==> src/rtl/piece_queue.sv <==
// Piece preview FIFO: turns random words into (shape, rotation) pieces, rejects
// illegal shapes and immediate repeats, and serves one piece per spawn request.
module piece_queue #(
    parameter int DEPTH  = 4,
    parameter int SHAPES = 7
) (
    input  logic                     clk,
    input  logic                     rst,
    input  logic                     en,
    input  logic [15:0]              rand_in,
    input  logic                     rand_valid,
    input  logic                     piece_req,
    output logic                     piece_valid,
    output logic [2:0]               piece_shape,
    output logic [1:0]               piece_rot,
    output logic                     next_valid,
    output logic [2:0]               next_shape,
    output logic [$clog2(DEPTH):0]   count,
    output logic                     underflow
);
    localparam int PW = $clog2(DEPTH);
    localparam int CW = PW + 1;

    localparam logic [0:0] ST_FILL  = 1'b0;
    localparam logic [0:0] ST_READY = 1'b1;
    localparam logic [2:0] NO_SHAPE = 3'd7;

    function automatic logic shape_legal(input logic [2:0] s);
        return (int'(s) < SHAPES);
    endfunction

    // Entries are stored as {shape, rot}.
    logic [4:0]    mem_r [DEPTH];
    logic [PW-1:0] rd_ptr_r;
    logic [PW-1:0] wr_ptr_r;
    logic [CW-1:0] count_r;
    logic [2:0]    last_shape_r;
    logic          reroll_r;
    logic [0:0]    state_r;

    logic [0:0]    state_next_s;
    logic          pop_s;
    logic          room_s;
    logic          offer_s;
    logic          repeat_s;
    logic          push_s;
    logic [CW-1:0] count_next_s;
    logic [PW-1:0] rd_next_s;
    logic [PW-1:0] nx_idx_s;
    logic [4:0]    cand_ent_s;
    logic [4:0]    head_ent_s;
    logic [4:0]    nx_ent_s;

    assign count = count_r;

    // Push/pop decision and look-ahead of the head and second entry after this edge.
    always_comb begin
        cand_ent_s   = {rand_in[2:0], rand_in[9:8]};
        pop_s        = piece_req && (count_r != {CW{1'b0}});
        room_s       = (count_r < CW'(DEPTH)) || pop_s;
        offer_s      = en && rand_valid && room_s && shape_legal(rand_in[2:0]);
        repeat_s     = !reroll_r && (rand_in[2:0] == last_shape_r);
        push_s       = offer_s && !repeat_s;
        count_next_s = count_r + CW'(push_s) - CW'(pop_s);
        rd_next_s    = rd_ptr_r + PW'(pop_s);
        nx_idx_s     = rd_next_s + PW'(1'b1);
        // A word written this edge may already be the head or second entry.
        if (push_s && (wr_ptr_r == rd_next_s)) begin
            head_ent_s = cand_ent_s;
        end else begin
            head_ent_s = mem_r[rd_next_s];
        end
        if (push_s && (wr_ptr_r == nx_idx_s)) begin
            nx_ent_s = cand_ent_s;
        end else begin
            nx_ent_s = mem_r[nx_idx_s];
        end
        state_next_s = state_r;
        case (state_r)
            ST_FILL: begin
                if (count_next_s == CW'(DEPTH)) begin
                    state_next_s = ST_READY;
                end else begin
                    state_next_s = ST_FILL;
                end
            end
            ST_READY: begin
                if (pop_s) begin
                    state_next_s = ST_FILL;
                end else begin
                    state_next_s = ST_READY;
                end
            end
            default: state_next_s = ST_FILL;
        endcase
    end

    // Queue storage, pointers, anti-repeat state and registered outputs.
    always_ff @(posedge clk or negedge rst) begin
        if (!rst) begin
            for (int i = 0; i < DEPTH; i++) begin
                mem_r[i] <= 5'd0;
            end
            rd_ptr_r     <= {PW{1'b0}};
            wr_ptr_r     <= {PW{1'b0}};
            count_r      <= {CW{1'b0}};
            last_shape_r <= NO_SHAPE;
            reroll_r     <= 1'b0;
            state_r      <= ST_FILL;
            underflow    <= 1'b0;
            piece_valid  <= 1'b0;
            piece_shape  <= 3'd0;
            piece_rot    <= 2'd0;
            next_valid   <= 1'b0;
            next_shape   <= 3'd0;
        end else begin
            if (push_s) begin
                mem_r[wr_ptr_r] <= cand_ent_s;
                wr_ptr_r        <= wr_ptr_r + PW'(1'b1);
                last_shape_r    <= rand_in[2:0];
                reroll_r        <= 1'b0;
            end else if (offer_s && repeat_s) begin
                reroll_r <= 1'b1;
            end
            if (piece_req && (count_r == {CW{1'b0}})) begin
                underflow <= 1'b1;
            end
            rd_ptr_r    <= rd_next_s;
            count_r     <= count_next_s;
            state_r     <= state_next_s;
            piece_valid <= (count_next_s != {CW{1'b0}});
            next_valid  <= (count_next_s > CW'(1));
            piece_shape <= (count_next_s != {CW{1'b0}}) ? head_ent_s[4:2] : 3'd0;
            piece_rot   <= (count_next_s != {CW{1'b0}}) ? head_ent_s[1:0] : 2'd0;
            next_shape  <= (count_next_s > CW'(1)) ? nx_ent_s[4:2] : 3'd0;
        end
    end
endmodule

==> config.mk <==
export PLATFORM = sky130hd
export DESIGN_NAME = piece_queue
export DESIGN_NICKNAME = d
export VERILOG_FILES = /design/src/rtl/piece_queue.sv
export SDC_FILE = /design/constraint.sdc
export NUM_CORES = 1
export LEC_CHECK = 0
export BUFFER_PORTS_ARGS = -buffer_cell sky130_fd_sc_hd__buf_2
export CORE_AREA = 8 8 71 73
export CTS_CLUSTER_SIZE = 25
export DETAILED_ROUTE_END_ITERATION = 12
export DIE_AREA = 0 0 79 81
export PLACE_DENSITY = 0.77
export SLEW_MARGIN = 20
export SYNTH_ARGS = -nofsm -noshare
export SYNTH_HDL_FRONTEND = slang
export SYNTH_SLANG_ARGS = --single-unit
export TNS_END_PERCENT = 30
==> constraint.sdc <==
create_clock -name clk -period 4.4 [get_ports clk]
set_clock_uncertainty 0.15 [all_clocks]
set_input_delay 0.22 -clock clk [delete_from_list [all_inputs] [get_ports clk]]
set_output_delay 0.22 -clock clk [all_outputs]
set_load 0.005 [all_outputs]
==> results.md, run 1 <==
* Leakage at 1.10 nW
* First-pass GRT wire length at 6390 um
* Unrepaired setup endpoints after global routing: no
* Crit. End Element: register
* I/O Pins at 35
* Ys Warns at 0
* Clock slew at reported path FFs at 0.07 ns
* CP Launch Type: register
* Met3 Track Usage GR at 4.53%
* Mapped Area at 2100 um^2
* Clk_lat worst skew at 0.29 ns
* M1 GR Usage at 14.5%
* Final Routed Wirelength at 3730 um
* Die area at 6400 um^2
* Final instance area at 2330 um^2
* Crit Path Max Fanout at 11
* Rows at 23
* Port bufs at 23
* Hold crit path type: input pin to register
* Die Span Y at 81 um
* Synth area leaders: dfrtp_1 (46%), mux2_2 (11%), mux4_1 (6.2%), mux2i_1 (4.3%), ha_1 (4.2%)
* Gpl congestion at 0.720
* Post-synth EDFFs at 0
* GRT busiest layer: met2
* Maximum clock path buffer count at 2
* Kind of critical path: register to register
* Initial antenna violation count at 0
* Fin. Hold Viols at 0
* Worst Max-Slew Pin Slew at 1.01 ns
* Min Tclk post-route at 3.67 ns
* Worst slew margin at 32.4%
* Sequential cell area fraction in the yosys report at 50.1%
* Post-CTS setup buffers at 0
* Placed cell area at 2220 um^2
* Avg Inst Size Synth at 13.8 um^2
* Leading cell type in the layout, fill and taps excluded: dfrtp_1
* Max-slew violations at 0
* FF+latch count, synth at 42
* Power per standard cell area at 792 nW/um^2
* Pre-Repair DR Iteration Count at 4
* Vias in the first global route at 1315
* CTS tree: built
* Outcome: completed
* Commonest non-fill, non-tap cells in the layout: dfrtp_1 (39), buf_2 (23), mux2_2 (20)
* Layout cells sized above 1 at 36.2%
* DRC at 0
* Starting density of the core at 53.7%
* CORE AREA at 3910 um^2
* Number of antenna diodes at 0
* Synth Flop Type: dfrtp_1
* Asr flop ratio synth at 100%
* Grt total ovfl at 0
* Root Driver: clkbuf_8
* Wirelength per Cell at 16.6 um
* CTS buffer count at 5
* GRT Total Usage at 13.0%
* Detailed Place HPWL at 2720 um
* Critical Path RT at 4.41 ns
* Die X at 79 um
* CTS Sinks at 42
* Area grow syn2layout at 11.0%
* Tcrit/Tclk final at 83.3%
* Final setup violation count at 0
* Largest net degree at the start of global routing at 43
* Max IR drop VDD at 0.247 mV
* Top cell type's share of synthesized area at 46.4%
* Area taken by multi-input logic gates at 961 um^2
* Layout Nets at 202
* H-Tree Depth at 2
* Cell variety after synth at 30
* Cell accounting for the most synthesized area: dfrtp_1
* Fill cell count at 321
* Post-CTS Resized at 0
* DR vias at 1218
* Max-Cap Viols at 0
* Worst Path Arrival at 3.68 ns
* GR Layer Usage met2 at 22.1%
* Gate Count Post-Synth at 152
* Storage cell area at 1050 um^2
* Vias per cell at 5.44
* ANT nets after route at 0
* Max Clk Rate at 273 MHz
* Initial DRC count at 73
* Setup TNS Final at 0 ns
* Syn_nets at 181
[sequential cells by signal, summed over array words and instances, names as in the netlist, 2 cells and up]
| register | cells |
|---|---|
| mem_r | 20 |
| count | 3 |
| last_shape_r | 3 |
| next_shape | 3 |
| piece_shape | 3 |
| piece_rot | 2 |
| rd_ptr_r | 2 |
| wr_ptr_r | 2 |
[logic make-up (layout without fill, tap and decap cells)]
kind of cell	Yosys count	count (layout)	synth area share (%)
muxes	40	40	26.6
xor gates and xnor gates	7	7	4.22
and+or+nand+nor	36	36	8.45
adders and majority gates	8	8	5.12
buffers and inverters	16	38	4.16
DFF	42	42	50.1
AOI/OAI and AO/OA	3	3	1.31
[where the power goes]
part / switching (W) / internal (W) / leakage [nW]
clock: 0.000125 / 0.000167 / 0.0579
combinational: 0.000386 / 0.000474 / 0.547
sequential: 0.000108 / 0.000590 / 0.499
total: 0.000618 / 0.00123 / 1.10
[layer usage]
layer / wire, um / part of all wire (%)
met5: 0 / 0
met1: 1550 / 42
met3: 221 / 5.9
met2: 1890 / 51
met4: 64 / 1.7
[worst max-delay path: stages (launching register included)]
cell and delay [ns]:
dfrtp_1 0.41, nor2b_1 0.16, a311oi_2 0.51, and2_1 0.44, inv_1 0.08, ha_1 0.29, inv_1 0.04, ha_1 0.18
fa_1 0.38, xnor3_1 0.21, or3_1 0.48, nand2_1 0.14, mux2i_1 0.07
[synth_stat cells, drive strengths merged, types with 2 or more instances]
cell    instances
inv             6
buf             7
nor2            3
clkbuf          3
xor2            4
nand3           5
mux4            8
xnor3           2
mux2           23
mux2i           9
nand2          17
dfstp           3
ha              7
dfrtp          39
nor2b           4
[final cells by class]
| type | instances | area share, % |
|---|---|---|
| well taps | 50 | 2.68 |
| multi-input cells | 94 | 41.2 |
| flip-flops and latches | 42 | 45.2 |
| clock buffers | 5 | 2.95 |
| inverters | 6 | 0.965 |
| repair buffers | 24 | 5.36 |
| clock inverters | 3 | 1.71 |
[timing repair]
action,CTS,global route
endpoints found under the setup margin,0,0
hold buffers,1,0
endpoints found under the hold margin,39,0
[metrics by stage]
step | instances | worst slack (ns) | total power, W | utilization, % | hold WS, ns
after floorplan | 152 | 1.09 | 0.00137 | - | -0.226
after global placement | 215 | 0.891 | 0.00151 | 56.6 | 0.214
after detailed placement | 215 | 0.741 | 0.00157 | 56.6 | 0.239
after CTS | 224 | 0.709 | 0.00187 | 59.7 | 0.00775
after global routing | 224 | 0.464 | 0.00199 | 59.7 | 0.0322
final | 224 | 0.733 | 0.00185 | 59.7 | 0.0124
[worst paths after layout]
kind / slack (ns) / depth (start not counted) / from / to
max in group asynchronous: 3.12 / 2 / rst / next_shape[0]
setup / recovery: 0.73 / 12 / count[2] / piece_shape[0]
min in group asynchronous: 0.43 / 2 / rst / mem_r[5]
hold reg to reg: 0.31 / 1 / underflow / underflow
hold / removal: 0.01 / 2 / piece_req / underflow
setup reg to reg: 0.73 / 12 / count[2] / piece_shape[0]
No activity file was read; power rests on OpenSTA's default activity.
==> inputs of run 2 (changes only) <==
Clock period 4.4 ns to 3.79 ns, I/O delays scaled along.
==> run 2 against run 1 <==
Compared with the run above: register-to-register slack lost 0.41 ns; global-route usage grew 0.28 points; utilization rose by 0.42 points; cell count increased by 0.89%; clock power is 21% higher; die area stayed put; worst setup slack worse by 0.41 ns; via count grew 1.1%; largest cell class unchanged.
==> results.md, run 2 (synthesis results as in run 1) <==
* Outcome: completed
* Min Tclk post-route at 3.47 ns
* NetSw at 0.000732 W
* CTS buffer count at 5
* Vias in the first global route at 1318
* Fill cell count at 314
* Die area at 6400 um^2
* Max Clk Rate at 288 MHz
* Sw frac at 33.7%
* Starting density of the core at 53.7%
* Leading cell type in the layout, fill and taps excluded: dfrtp_1
* WL met1 at 1550 um
* Gpl congestion at 0.720
* Worst Max-Slew Pin Slew at 0.896 ns
* Largest net degree at the start of global routing at 43
* GRT Total Usage at 13.2%
* I/O Pins at 35
* Commonest non-fill, non-tap cells in the layout: dfrtp_1 (39), buf_2 (23), mux2_2 (20)
* Met2 WL at 2030 um
* Root Driver: clkbuf_8
* Crit. End Element: register
* Comb power frac at 46.4%
* Worst slew margin at 40.3%
* Layout cells sized above 1 at 36.4%
* Biggest register: mem_r
* Met3 wire length at 220 um
* Detailed Place HPWL at 2860 um
* Maximum clock path buffer count at 2
* Die Span Y at 81 um
* Max IR drop VDD at 0.282 mV
* Pre-Repair DR Iteration Count at 4
* Fin cells at 226
* H-Tree Depth at 2
* Wirelength per Cell at 17.2 um
* Max FFs per register at 20
* Sequential power share at 37.4%
* Hold crit path type: input pin to register
* Crit Path Max Fanout at 11
* Max-Cap Viols at 0
* Max-slew violations at 0
* Rows at 23
* ANT nets after route at 0
* DRC at 0
* Leakage at 1.11 nW
* CTS Sinks at 42
* First-pass GRT wire length at 6470 um
* Die X at 79 um
* Inst Count DP at 217
* Final setup violation count at 0
* Internal power at 0.00144 W
* Layout Nets at 204
* CTS tree: built
* Final Routed Wirelength at 3890 um
* CP Launch Type: register
* Pre-CTS WS at 0.317 ns
* CORE AREA at 3910 um^2
* DR vias at 1232
* Clk_lat worst skew at 0.30 ns
* Fin. Hold Viols at 0
* Area grow syn2layout at 11.8%
* Post-CTS Resized at 0
* Grt total ovfl at 0
* Tcrit/Tclk final at 91.5%
* Worst Path Arrival at 3.50 ns
* Clock power frac at 16.1%
* Power per standard cell area at 926 nW/um^2
* Number of antenna diodes at 0
* Unrepaired setup endpoints after global routing: no
* Clock slew at reported path FFs at 0.08 ns
* Port bufs at 23
* Critical Path RT at 3.82 ns
* WHS at 0.00654 ns
* Initial antenna violation count at 0
* Initial DRC count at 109
* Uppermost routed layer: met4
* Setup TNS Final at 0 ns
* Pwr Total at 0.00218 W
* Kind of critical path: register to register
* Vias per cell at 5.45
* Slack of the critical path at 0.321 ns
-- run 2: critical path, stage by stage (launching register included) --
cell and delay (ns):
dfstp_2 0.54, xor2_1 0.06, or4_4 0.57, and2_1 0.30
inv_1 0.10, ha_1 0.23, inv_1 0.06, ha_1 0.15
fa_1 0.45, or3_1 0.54, nand2_1 0.13, mux2i_1 0.07
-- run 2: layout make-up --
cell class | count | area (um^2) | share of cell area [%]
Clock buffer | 6 | 72.6 | 3.09
Clock inverter | 2 | 37.5 | 1.60
Inverter | 6 | 22.5 | 0.958
Multi-Input combinational cell | 94 | 961 | 40.9
Sequential cell | 42 | 1050 | 44.9
Tap cell | 50 | 62.6 | 2.66
Timing Repair Buffer | 26 | 140 | 5.96
-- run 2: routing by layer --
metal | GRT usage, % | up-vias
met1 | 14.5 | 625
met3 | 3.97 | 9
met2 | 22.9 | 25
met4 | 6.85 | 0
met5 | 0 | -
li1 | - | 573
-- run 2: timing repair --
action                                 4_1_cts  5_1_grt
endpoints found under the hold margin       39        0
hold buffers                                 1        0
setup buffers                                0        0
-- run 2: power by group through the flow --
| stage | Clock, W | Sequential (W) | Combinational, W |
|---|---|---|---|
| 3_3_place_gp | 0 | 0.000794 | 0.000972 |
| 2_1_floorplan | 0 | 0.000792 | 0.000795 |
| 4_1_cts | 0.000356 | 0.000816 | 0.00102 |
| 5_1_grt | 0.000373 | 0.000844 | 0.00112 |
| 6_report | 0.000351 | 0.000815 | 0.00101 |
| 3_5_place_dp | 0 | 0.000825 | 0.00101 |
-- run 2: path summary, 6_finish.rpt --
kind                                       from           end  slack, ns  cells past startpoint
worst min register to register        underflow     underflow       0.36                      1
worst max-delay path            last_shape_r[2]  piece_rot[0]       0.32                     11
max in group asynchronous                   rst      reroll_r       2.52                      2
worst min-delay path                  piece_req     underflow      0.007                      2
worst max register to register  last_shape_r[2]  piece_rot[0]       0.32                     11
min in group asynchronous                   rst    next_valid       0.40                      2
-- run 2: metrics by stage --
step                      area [um^2]  util [%]
after global placement           2230      57.0
after global routing             2350      60.1
after detailed placement         2230      57.0
after floorplan                  2100         -
final                            2350      60.1
after CTS                        2350      60.1
==> inputs of run 3 (changes only) <==
Settings changed: CTS_BUF_LIST set to sky130_fd_sc_hd__clkbuf_16, CTS_CLUSTER_SIZE 25 to 16.
==> run 3 against run 2 <==
Compared with the run above: combinational power barely moved; sequential power barely moved; clock power rose by 34%; register-to-register slack is essentially flat; die area unchanged; utilization grew 1.4 points; sequential cell count unchanged; non-clock buffer count is the same; via count up 0.73%; wire length increased by 0.80%; critical endpoint unchanged.
==> results.md, run 3 (synthesis results as in run 1) <==
* Kind of critical path: register to register
* Maximum clock path buffer count at 2
* CP Launch Type: register
* Pre-Repair DR Iteration Count at 4
* Die X at 79 um
* Max FFs per register at 20
* Port bufs at 23
* First-pass GRT wire length at 6470 um
* Setup TNS Final at 0 ns
* Crit. End Element: register
* Starting density of the core at 53.7%
* Fin. Hold Viols at 0
* Worst slew margin at 39.4%
* Number of antenna diodes at 0
* Tcrit/Tclk final at 91.6%
* Grt total ovfl at 0
* Leakage at 1.14 nW
* CTS Sinks at 42
* H-Tree Depth at 2
* Unrepaired setup endpoints after global routing: no
* DR vias at 1241
* WHS at 0.0247 ns
* Layout Nets at 204
* Max-slew violations at 0
* Clock slew at reported path FFs at 0.06 ns
* Leading cell type in the layout, fill and taps excluded: dfrtp_1
* Power per standard cell area at 957 nW/um^2
* Hold crit path type: input pin to register
* Max-Cap Viols at 0
* Max Clk Rate at 288 MHz
* Largest net degree at the start of global routing at 43
* Root Driver: clkbuf_16
* ANT nets after route at 0
* Gpl congestion at 0.720
* Vias per cell at 5.49
* Worst Path Arrival at 3.48 ns
* Final Routed Wirelength at 3920 um
* Initial DRC count at 79
* CORE AREA at 3910 um^2
* Final core utilization at 61.5%
* Outcome: completed
* Worst Max-Slew Pin Slew at 0.909 ns
* Crit Path Max Fanout at 11
* Initial antenna violation count at 0
* Layout cells sized above 1 at 36.4%
* Final setup violation count at 0
* Rows at 23
* Critical Path RT at 3.80 ns
* Min Tclk post-route at 3.47 ns
* DRC at 0
* Clk_lat worst skew at 0.28 ns
* Die Span Y at 81 um
* R2R Setup Slk at 0.32 ns
* Detailed Place HPWL at 2860 um
* Wirelength per Cell at 17.3 um
* I/O Pins at 35
* Biggest register: mem_r
* Post-CTS Resized at 0
* CTS tree: built
* Max IR drop VDD at 0.350 mV
* Area grow syn2layout at 14.5%
* Commonest non-fill, non-tap cells in the layout: dfrtp_1 (39), buf_2 (23), mux2_2 (20)
* Vias in the first global route at 1294
* Pwr Total at 0.00230 W
* GRT Total Usage at 13.3%
* CTS buffer count at 5
* Die area at 6400 um^2
run 3: changes by cell type in the layout (fill, tap and decap cells not counted):
cell and change:
clkbuf_1 -1, clkbuf_16 +5, clkbuf_8 -5, inv_1 +1
run 3: per-layer routing:
| metal | wire (um) | GRT usage (%) | vias to the layer above |
|---|---|---|---|
| met1 | 1550 | 14.3 | 633 |
| met3 | 237 | 4.86 | 5 |
| met4 | 46 | 4.44 | 0 |
| li1 | - | - | 580 |
| met2 | 2090 | 23.6 | 23 |
| met5 | 0 | 0 | - |
run 3: final cells by class:
cell class,count,area [um^2]
Clock buffer,5,125
Inverter,6,22.5
Fill cell,298,1510
Sequential cell,42,1050
Multi-Input combinational cell,94,961
Clock inverter,3,41.3
Tap cell,50,62.6
Timing Repair Buffer,26,140
run 3: power by group:
| group | switching (W) | internal (W) | total, W | leakage (nW) |
|---|---|---|---|---|
| registers | 0.000130 | 0.000687 | 0.000816 | 0.499 |
| clock network | 0.000164 | 0.000308 | 0.000472 | 0.0812 |
| logic | 0.000453 | 0.000562 | 0.00102 | 0.557 |
run 3: per-stage QoR:
step	cell area, um^2	setup WS (ns)	instances
floorplan	2100	0.483	152
global placement	2230	0.378	217
detailed placement	2230	0.317	217
CTS	2410	0.302	226
global route	2410	0.157	226
finish	2410	0.317	226
run 3: what timing repair did:
item,CTS,global route
hold buffers,1,0
endpoints found under the hold margin,39,0
setup buffers,0,0
run 3: critical path, stage by stage, from the launching register on:
cell and delay (ns):
dfstp_2 0.54, xor2_1 0.06, or4_4 0.58, and2_1 0.30
inv_1 0.10, ha_1 0.23, inv_1 0.06, ha_1 0.15
fa_1 0.44, or3_1 0.54, nand2_1 0.13, mux2i_1 0.07
run 3: path summary, 6_finish.rpt:
kind	from	to	cells past startpoint
max in group asynchronous	rst	reroll_r	2
hold reg to reg	underflow	underflow	1
setup / recovery	last_shape_r[2]	piece_rot[0]	11
hold / removal	piece_req	underflow	2
min in group asynchronous	rst	next_valid	2
setup reg to reg	last_shape_r[2]	piece_rot[0]	11
